==> config.mk <==
export PLATFORM = sky130hd
export DESIGN_NAME = score_keeper
export DESIGN_NICKNAME = d
export VERILOG_FILES = /design/src/rtl/score_keeper.sv
export SDC_FILE = /design/constraint.sdc
export NUM_CORES = 1
export LEC_CHECK = 0
export ABC_AREA = 1
export ABC_CLOCK_PERIOD_IN_PS = 2890
export CAP_MARGIN = 20
export CELL_PAD_IN_SITES_DETAIL_PLACEMENT = 0
export CELL_PAD_IN_SITES_GLOBAL_PLACEMENT = 1
export CORE_UTILIZATION = 46
export CTS_CLUSTER_DIAMETER = 150
export DETAILED_ROUTE_END_ITERATION = 6
export PLACE_DENSITY = 0.86
export SKIP_CTS_REPAIR_TIMING = 1
export SLEW_MARGIN = 20
export SYNTH_ARGS = -nofsm -noshare
export SYNTH_HDL_FRONTEND = slang
export SYNTH_SLANG_ARGS = --single-unit
==> constraint.sdc <==
create_clock -name clk_i -period 2.89 [get_ports clk_i]
set_input_delay 0.289 -clock clk_i [delete_from_list [all_inputs] [get_ports clk_i]]
set_output_delay 0.289 -clock clk_i [all_outputs]
set_load 0.005 [all_outputs]
==> src/rtl/score_keeper.sv <==
// Match score keeper: goal detection from ball X, score counting, and the idle/play/pause/over FSM.
// Optional build macro SCORE_BCD_EN selects packed-BCD score outputs instead of plain binary.
module score_keeper #(
  parameter int X_POS_W      = 11,
  parameter int SCREEN_H_RES = 640,
  parameter int WIN_SCORE    = 9,
  parameter int PAUSE_CYCLES = 50_000_000,
  parameter int CNT_W        = $clog2(PAUSE_CYCLES + 1)
) (
  input  logic               clk_i,
  input  logic               rst_ni,
  input  logic               start_i,
  input  logic [X_POS_W-1:0] ball_x_i,
  output logic [7:0]         player_score_o,
  output logic [7:0]         pc_score_o,
  output logic               goal_o,
  output logic               freeze_o,
  output logic               game_over_o,
  output logic               winner_o
);

  typedef enum logic [1:0] {
    ST_IDLE  = 2'd0,
    ST_PLAY  = 2'd1,
    ST_PAUSE = 2'd2,
    ST_OVER  = 2'd3
  } state_t;

  localparam logic [X_POS_W-1:0] H_RES        = X_POS_W'(SCREEN_H_RES);
  localparam logic [CNT_W-1:0]   PAUSE_RELOAD = CNT_W'(PAUSE_CYCLES - 1);
  localparam logic [7:0]         WIN_BIN      = 8'(WIN_SCORE);
  localparam logic [CNT_W-1:0]   CNT_ZERO     = {CNT_W{1'b0}};

`ifdef SCORE_BCD_EN
  // BCD increment with units carry, holding at 99.
  function automatic logic [7:0] score_inc(input logic [7:0] s);
    logic [7:0] r;
    if (s == 8'h99) begin
      r = s;
    end else if (s[3:0] >= 4'd9) begin
      r = {s[7:4] + 4'd1, 4'd0};
    end else begin
      r = {s[7:4], s[3:0] + 4'd1};
    end
    return r;
  endfunction

  function automatic logic [7:0] score_bin(input logic [7:0] s);
    return ({4'd0, s[7:4]} * 8'd10) + {4'd0, s[3:0]};
  endfunction
`else
  function automatic logic [7:0] score_inc(input logic [7:0] s);
    logic [7:0] r;
    if (s >= 8'd99) begin
      r = s;
    end else begin
      r = s + 8'd1;
    end
    return r;
  endfunction

  function automatic logic [7:0] score_bin(input logic [7:0] s);
    return s;
  endfunction
`endif

  state_t           state_q, state_d;
  logic [CNT_W-1:0] cnt_q, cnt_d;
  logic [7:0]       ps_q, ps_d, pc_q, pc_d;
  logic             goal_q, goal_d;
  logic             freeze_q, freeze_d;
  logic             over_q, over_d;
  logic             winner_q, winner_d;
  logic             out_q, out_d;

  logic       out_r, out_l, out_now, goal_evt;
  logic [7:0] ps_inc, pc_inc;

  always_comb begin
    out_r    = (ball_x_i > H_RES);
    out_l    = (ball_x_i == {X_POS_W{1'b0}});
    out_now  = out_r | out_l;
    goal_evt = (state_q == ST_PLAY) & out_now & ~out_q;
    ps_inc   = score_inc(ps_q);
    pc_inc   = score_inc(pc_q);

    state_d  = state_q;
    cnt_d    = cnt_q;
    ps_d     = ps_q;
    pc_d     = pc_q;
    goal_d   = 1'b0;
    freeze_d = freeze_q;
    over_d   = over_q;
    winner_d = winner_q;
    out_d    = out_now;

    case (state_q)
      ST_IDLE: begin
        over_d   = 1'b0;
        winner_d = 1'b0;
        if (start_i) begin
          state_d  = ST_PLAY;
          freeze_d = 1'b0;
        end else begin
          freeze_d = 1'b1;
        end
      end
      ST_PLAY: begin
        over_d = 1'b0;
        if (goal_evt) begin
          goal_d   = 1'b1;
          freeze_d = 1'b1;
          // Left exit is a player point, right exit a pc point; both cannot hold at once.
          if (out_l) begin
            ps_d = ps_inc;
            if (score_bin(ps_inc) == WIN_BIN) begin
              state_d  = ST_OVER;
              over_d   = 1'b1;
              winner_d = 1'b1;
            end else begin
              state_d = ST_PAUSE;
              cnt_d   = PAUSE_RELOAD;
            end
          end else begin
            pc_d = pc_inc;
            if (score_bin(pc_inc) == WIN_BIN) begin
              state_d  = ST_OVER;
              over_d   = 1'b1;
              winner_d = 1'b0;
            end else begin
              state_d = ST_PAUSE;
              cnt_d   = PAUSE_RELOAD;
            end
          end
        end else begin
          freeze_d = 1'b0;
        end
      end
      ST_PAUSE: begin
        over_d = 1'b0;
        if (cnt_q == CNT_ZERO) begin
          state_d  = ST_PLAY;
          freeze_d = 1'b0;
        end else begin
          cnt_d    = cnt_q - {{(CNT_W-1){1'b0}}, 1'b1};
          freeze_d = 1'b1;
        end
      end
      ST_OVER: begin
        if (start_i) begin
          state_d  = ST_PLAY;
          ps_d     = 8'd0;
          pc_d     = 8'd0;
          winner_d = 1'b0;
          over_d   = 1'b0;
          freeze_d = 1'b0;
        end else begin
          over_d   = 1'b1;
          freeze_d = 1'b1;
        end
      end
      default: begin
        state_d  = ST_IDLE;
        cnt_d    = CNT_ZERO;
        ps_d     = 8'd0;
        pc_d     = 8'd0;
        freeze_d = 1'b1;
        over_d   = 1'b0;
        winner_d = 1'b0;
      end
    endcase
  end

  always_ff @(posedge clk_i or negedge rst_ni) begin
    if (!rst_ni) begin
      state_q  <= ST_IDLE;
      cnt_q    <= CNT_ZERO;
      ps_q     <= 8'd0;
      pc_q     <= 8'd0;
      goal_q   <= 1'b0;
      freeze_q <= 1'b1;
      over_q   <= 1'b0;
      winner_q <= 1'b0;
      out_q    <= 1'b0;
    end else begin
      state_q  <= state_d;
      cnt_q    <= cnt_d;
      ps_q     <= ps_d;
      pc_q     <= pc_d;
      goal_q   <= goal_d;
      freeze_q <= freeze_d;
      over_q   <= over_d;
      winner_q <= winner_d;
      out_q    <= out_d;
    end
  end

  assign player_score_o = ps_q;
  assign pc_score_o     = pc_q;
  assign goal_o         = goal_q;
  assign freeze_o       = freeze_q;
  assign game_over_o    = over_q;
  assign winner_o       = winner_q;

endmodule

==> results of run 1 <==
## cells by family after synthesis
logic type,share of synthesized area
xor gates and xnor gates,0.0117
adders and majority gates,0.0235
and+or+nand+nor,0.459
buffers and inverters,0.0979
DFF,0.329
AOI/OAI and AO/OA,0.0788
## report_power, final
part	internal [mW]	total (mW)	switching (mW)	leakage [nW]
Clock	0.173	0.433	0.260	0.0445
Combinational	0.932	2.45	1.51	1.28
Sequential	0.949	1.24	0.296	0.613
Total	2.05	4.12	2.07	1.94
## worst paths after layout
path                            cells after the start  slack [ns]       endpoint
worst max-delay path                               12        0.59      cnt_q[13]
worst min-delay path                                2        0.49  pc_score_o[7]
worst max register to register                     12        0.59      cnt_q[13]
worst min register to register                      2        0.52      cnt_q[24]
max in group asynchronous                           3        1.57       freeze_o
min in group clk_i                                  2        0.52      cnt_q[24]
## synthesized netlist by cell type, drive strengths merged, types with 2 or more instances
cell	count	area (um^2)
buf	11	110
a21oi	15	75.1
xor2	2	17.5
nand3b	5	53.8
xnor2	3	26.3
dfrtp	48	1200
nand3	76	515
nand4	10	77.6
nor3	9	50.1
nand2	160	703
clkbuf	3	11.3
o21bai	3	22.5
nor2	61	282
ha	7	87.6
o31ai	2	15.0
inv	65	244
or2	2	12.5
o21ai	31	159
## state kept, by name (all words and copies together), names as in the netlist
register        count
freeze_o            1
pc_score_o          8
state_q             2
goal_o              1
cnt_q              26
winner_o            1
game_over_o         1
player_score_o      8
out_q               1
## cell type report
class	count	area, um^2	area share
Tap cell	102	128	0.0303
Clock inverter	3	21.3	0.00506
Sequential cell	49	1230	0.292
Inverter	65	244	0.0580
Multi-Input combinational cell	391	2140	0.508
Timing Repair Buffer	40	380	0.0904
Clock buffer	5	68.8	0.0164
## layer usage
layer  track usage  part of all wire  vias up
met5             0                 0        -
met4        0.0430            0.0073        0
met3        0.0299             0.036        4
met2         0.333              0.44       68
met1         0.315              0.51     1573
li1              -                 -     1733
## worst max-delay path: stages (launching register included)
cell and delay, ns:
dfrtp_1 0.43, ha_1 0.27, nand3b_4 0.21, nand2_4 0.10
nand2_1 0.05, nand2_1 0.08, nand2_1 0.07, nor2_2 0.14
nand2_2 0.08, nand2_2 0.10, nand3_4 0.37, nand3_1 0.20
nand2_1 0.07
## stage by stage
step	instance area (um^2)	power, mW
global route	4210	4.54
global placement	4110	3.66
detailed placement	4110	3.70
floorplan	3730	3.15
finish	4210	4.12
CTS	4200	4.15
==> flow_summary.toml, run 1 <==
[outcome]
outcome = "finished clean"

[synthesis]
synth-edff-count = 0
post_synth_num_cell_types = 40
synthesized_instance_count = 519
synth_async_sr_flop_share = 1.00
synth.cell_area_mm2 = 0.00373
avgSynthCellArea_um2 = 7.19
yosysWarnings = 0
syn_nets = 540
synth.ff_latch_count = 49
ys_seq_area_frac = 0.329
synth_ff_type = "dfrtp_1"

[die]
num_io_pins = 34
die_height_um = 92.1
dieArea_mm2 = 0.00848
design.core.area_mm2 = 0.00777
starting_density_of_the_core = 0.480
die_x_um = 92.1
fp-row-count = 32

[sta]
finalSetupViolCount = 0
final_min_period_over_clock_period = 0.795
slew-limit-headroom = 0.635
fmax_mhz = 435
setup_tns_ns = 0
period_needed_ns = 2.30
fin_ws_ns = 0.593
unrepaired_setup_endpoints_after_global_routing = "no"
worst_clock_skew_ns = 0.00955
worst_hold_slack_ns = 0.486
tightestPinTransition_ns = 0.548
finalHoldViolCount = 0
timing.final.max_slew_violations = 0

[detailed_routing]
route.final.wire_length_mm = 8.41
post-route-drc-count = 0
number_of_vias_after_detailed_routing = 3378
wl_per_cell_um = 12.8
routed_via_density = 5.16
antenna_left = 0
drt_first_pass_iters = 5
drt_iter0_markers = 168

[pwr]
power.static_leakage_nw = 1.94
vdd_drop_max_uv = 460
powerDensity_mw_per_mm2 = 980

[place]
gpl.final_weighted_congestion = 0.843
place_hpwl_mm = 6.14
port-buffer-count = 33
dpl_worst_slack_ns = 0.557
placedCellCount = 646

[global_route]
grt_max_degree = 30
overflow = 0
global_route.usage.total = 0.214
global_route_wire_length_before_repair_mm = 14.7
first_global_vias = 3110
antenna_found_initial = 0

[final_layout]
finish.utilization = 0.542
nNetsFinal = 573
most-common-layout-cells = "nand2_1 (129), inv_1 (63), nand3_1 (52)"
area_delta_synth_final_pct = 12.8
layout.cells.non_filler = 655
post_route_cells_drive_above_1_share = 0.170
final.fill_count = 777
final_common_cell = "nand2_1"
count_of_inserted_antenna_diode_cells = 0

[critical_path]
cp_data_arrival_time_ns = 2.50
criticalPathCategory = "reg -> reg"
startpoint_type = "flip-flop"
worst_ep_required_time_ns = 3.10
r2r-start = "player_score_o[0]"
critical_path.max_fanout = 26
crit_start = "player_score_o[0]"
setup.worst_path.end_class = "flip-flop"

[cts]
cts_max_path_buffers = 2
clock_sinks = 49
worst_skew_pair.late_latency_ns = 0.31
cts.root.buffer_cell = "clkbuf_8"
path_clk_slew_ns = 0.11
cts_tree = "done"
tritoncts.num_buffers = 5
htree_num_levels = 2

[worst_hold_path]
path_type_of_the_worst_min_delay_path = "in -> async"

[flow_run]
cap_viol_max_count = 0
(Power assumes the default switching activity.)
==> run 2: changes to the inputs <==
--- a/config.mk
+++ b/config.mk
@@ -6,14 +6,14 @@
 export NUM_CORES = 1
 export LEC_CHECK = 0
 export ABC_AREA = 1
-export ABC_CLOCK_PERIOD_IN_PS = 2890
+export ABC_CLOCK_PERIOD_IN_PS = 1900
 export CAP_MARGIN = 20
 export CELL_PAD_IN_SITES_DETAIL_PLACEMENT = 0
 export CELL_PAD_IN_SITES_GLOBAL_PLACEMENT = 1
-export CORE_UTILIZATION = 46
+export CORE_UTILIZATION = 38
 export CTS_CLUSTER_DIAMETER = 150
 export DETAILED_ROUTE_END_ITERATION = 6
-export PLACE_DENSITY = 0.86
+export PLACE_DENSITY = 0.76
 export SKIP_CTS_REPAIR_TIMING = 1
 export SLEW_MARGIN = 20
 export SYNTH_ARGS = -nofsm -noshare
==> constraint.sdc (replaced) <==
create_clock -name clk_i -period 1.9 [get_ports clk_i]
set_input_delay 0.19 -clock clk_i [delete_from_list [all_inputs] [get_ports clk_i]]
set_output_delay 0.19 -clock clk_i [all_outputs]
set_load 0.005 [all_outputs]
==> flow_summary.toml, run 2 (synthesis gave the netlist of run 1 again) <==
[global_route]
first_global_vias = 3251
overflow = 0
global_route.usage.total = 0.186
grt_max_degree = 50
global_route_wire_length_before_repair_mm = 15.1
antenna_found_initial = 0

[critical_path]
critical_path.slowest_cell = "dfrtp_1"
critical_path_cell_count = 14
crit_start = "pc_score_o[0]"
ff_to_ff_end = "cnt_q[13]"
critical_path.max_fanout = 14
r2r_setup_slack_ns = -0.009
ff2ff_path_depth = 14
cp_data_arrival_time_ns = 2.11
r2r-start = "pc_score_o[0]"
critPathCapture = "cnt_q[13]"
startpoint_type = "flip-flop"
crit_path_max_incr_delay_ns = 0.43
critical_path.cell_chain = "ha_4 -> inv_2 -> nand3_4 -> nand2_8 -> nand2_4 -> nand2_2 -> nand2_2 -> nor2_4 -> nand3_4 -> nand2_4 -> nand3_4 -> buf_12 -> nand3_1 -> nand2_1"
setup.worst_path.end_class = "flip-flop"
criticalPathCategory = "reg -> reg"
cpLargestDelayFamily = "simple AND/OR/NAND/NOR gates"
critical_path.most_common_cell = "nand3_4"
worstPathBufferInverterCount = 2
worst_ep_required_time_ns = 2.10

[sta]
finalSetupViolCount = 2
tightestPinTransition_ns = 0.281
fin_ws_ns = -0.00852
worst_clock_skew_ns = 0.0144
finalHoldViolCount = 0
final_min_period_over_clock_period = 1.00
setup_tns_ns = -0.0118
timing.final.max_slew_violations = 0
fmax_mhz = 524
unrepaired_setup_endpoints_after_global_routing = "yes"
period_needed_ns = 1.91
slew-limit-headroom = 0.813

[place]
port-buffer-count = 33
gpl.final_weighted_congestion = 0.856
place_hpwl_mm = 6.79
dpl_worst_slack_ns = -0.177

[die]
die_height_um = 101
fp-row-count = 35
design.core.area_mm2 = 0.00937
die_x_um = 101
num_io_pins = 34
starting_density_of_the_core = 0.398
dieArea_mm2 = 0.0102

[cts]
cts_tree = "done"
clock_sinks = 49
tritoncts.num_buffers = 5
htree_num_levels = 2
worst_skew_pair.late_latency_ns = 0.31
cts.root.buffer_cell = "clkbuf_8"
path_clk_slew_ns = 0.10
cts_max_path_buffers = 2

[detailed_routing]
antenna_left = 0
drt_first_pass_iters = 4
post-route-drc-count = 0
drt_iter0_markers = 111
route.final.wire_length_mm = 9.39
wl_per_cell_um = 12.7
number_of_vias_after_detailed_routing = 3599
routed_via_density = 4.86

[final_layout]
final_common_cell = "nand2_1"
most-common-layout-cells = "nand2_1 (121), inv_1 (57), buf_4 (55)"
count_of_inserted_antenna_diode_cells = 0
area_delta_synth_final_pct = 34.0
top_register = "cnt_q"
post_route_cells_drive_above_1_share = 0.314
largest_register_ffs = 26
final.fill_count = 945
nNetsFinal = 632

[flow_run]
cap_viol_max_count = 0

[pwr]
power.static_leakage_nw = 2.29
vdd_drop_max_uv = 722
powerDensity_mw_per_mm2 = 1540

[outcome]
violations_in_the_final_reports = "setup timing"
outcome = "complete, but fails checks"

[worst_hold_path]
path_type_of_the_worst_min_delay_path = "in -> async"
## run 2: cell count changes in the layout (fill, tap and decap cells not counted), moves of 4 or more
cell,delta
inv_1,-6
ha_1,-4
nand2_1,-8
buf_4,+49
nand3_1,-7
buf_12,+5
inv_2,+5
nor2_4,+8
nand3_2,+6
dfrtp_2,+4
nand2_2,+5
dfrtp_1,-4
nor2_1,-7
## run 2: worst min-delay path by stage
stage | end | slack (ns) | cells past startpoint | from
floorplan | cnt_q[0] | -0.11 | 0 | rst_ni
global placement | player_score_o[1] | 0.21 | 2 | rst_ni
detailed placement | player_score_o[1] | 0.21 | 2 | rst_ni
CTS | state_q[1] | -0.14 | 2 | rst_ni
global route | state_q[1] | 0.44 | 3 | rst_ni
finish | cnt_q[2] | 0.42 | 3 | rst_ni
## run 2: worst min-delay path, cell delays in order
cell           delay [ns]
dlygate4sd3_1        0.53
buf_2                0.12
buf_12               0.26
## run 2: area by class of cell
cell class / count / area, um^2 / area share
well taps: 129 / 161 / 0.0323
repair buffers: 98 / 907 / 0.181
clock buffers: 7 / 86.3 / 0.0173
inverters: 65 / 248 / 0.0496
flip-flops and latches: 49 / 1230 / 0.247
multi-input cells: 392 / 2330 / 0.467
clock inverters: 1 / 30.0 / 0.00601
## run 2: power breakdown
group	switching, mW	internal [mW]	leakage [nW]
combinational	2.80	2.26	1.62
clock	0.362	0.430	0.0585
sequential	0.421	1.45	0.608
total	3.58	4.14	2.29
## run 2: per-layer routing
layer	vias up	routed length [um]	track usage
met5	-	0	0
met4	0	98	0.0502
met3	7	194	0.0187
met2	49	4190	0.292
met1	1693	4910	0.272
li1	1850	-	-
## run 2: through the flow
step           area [um^2]  total power, mW  instances   util  hold WS (ns)
2_1_floorplan         3730             4.79        519      -        -0.106
3_3_place_gp          4590             6.26        725  0.490         0.205
3_5_place_dp          4590             6.35        725  0.490         0.208
4_1_cts               4710             7.17        733  0.503        -0.137
5_1_grt               5000             8.34        741  0.533         0.444
6_report              5000             7.72        741  0.533         0.415
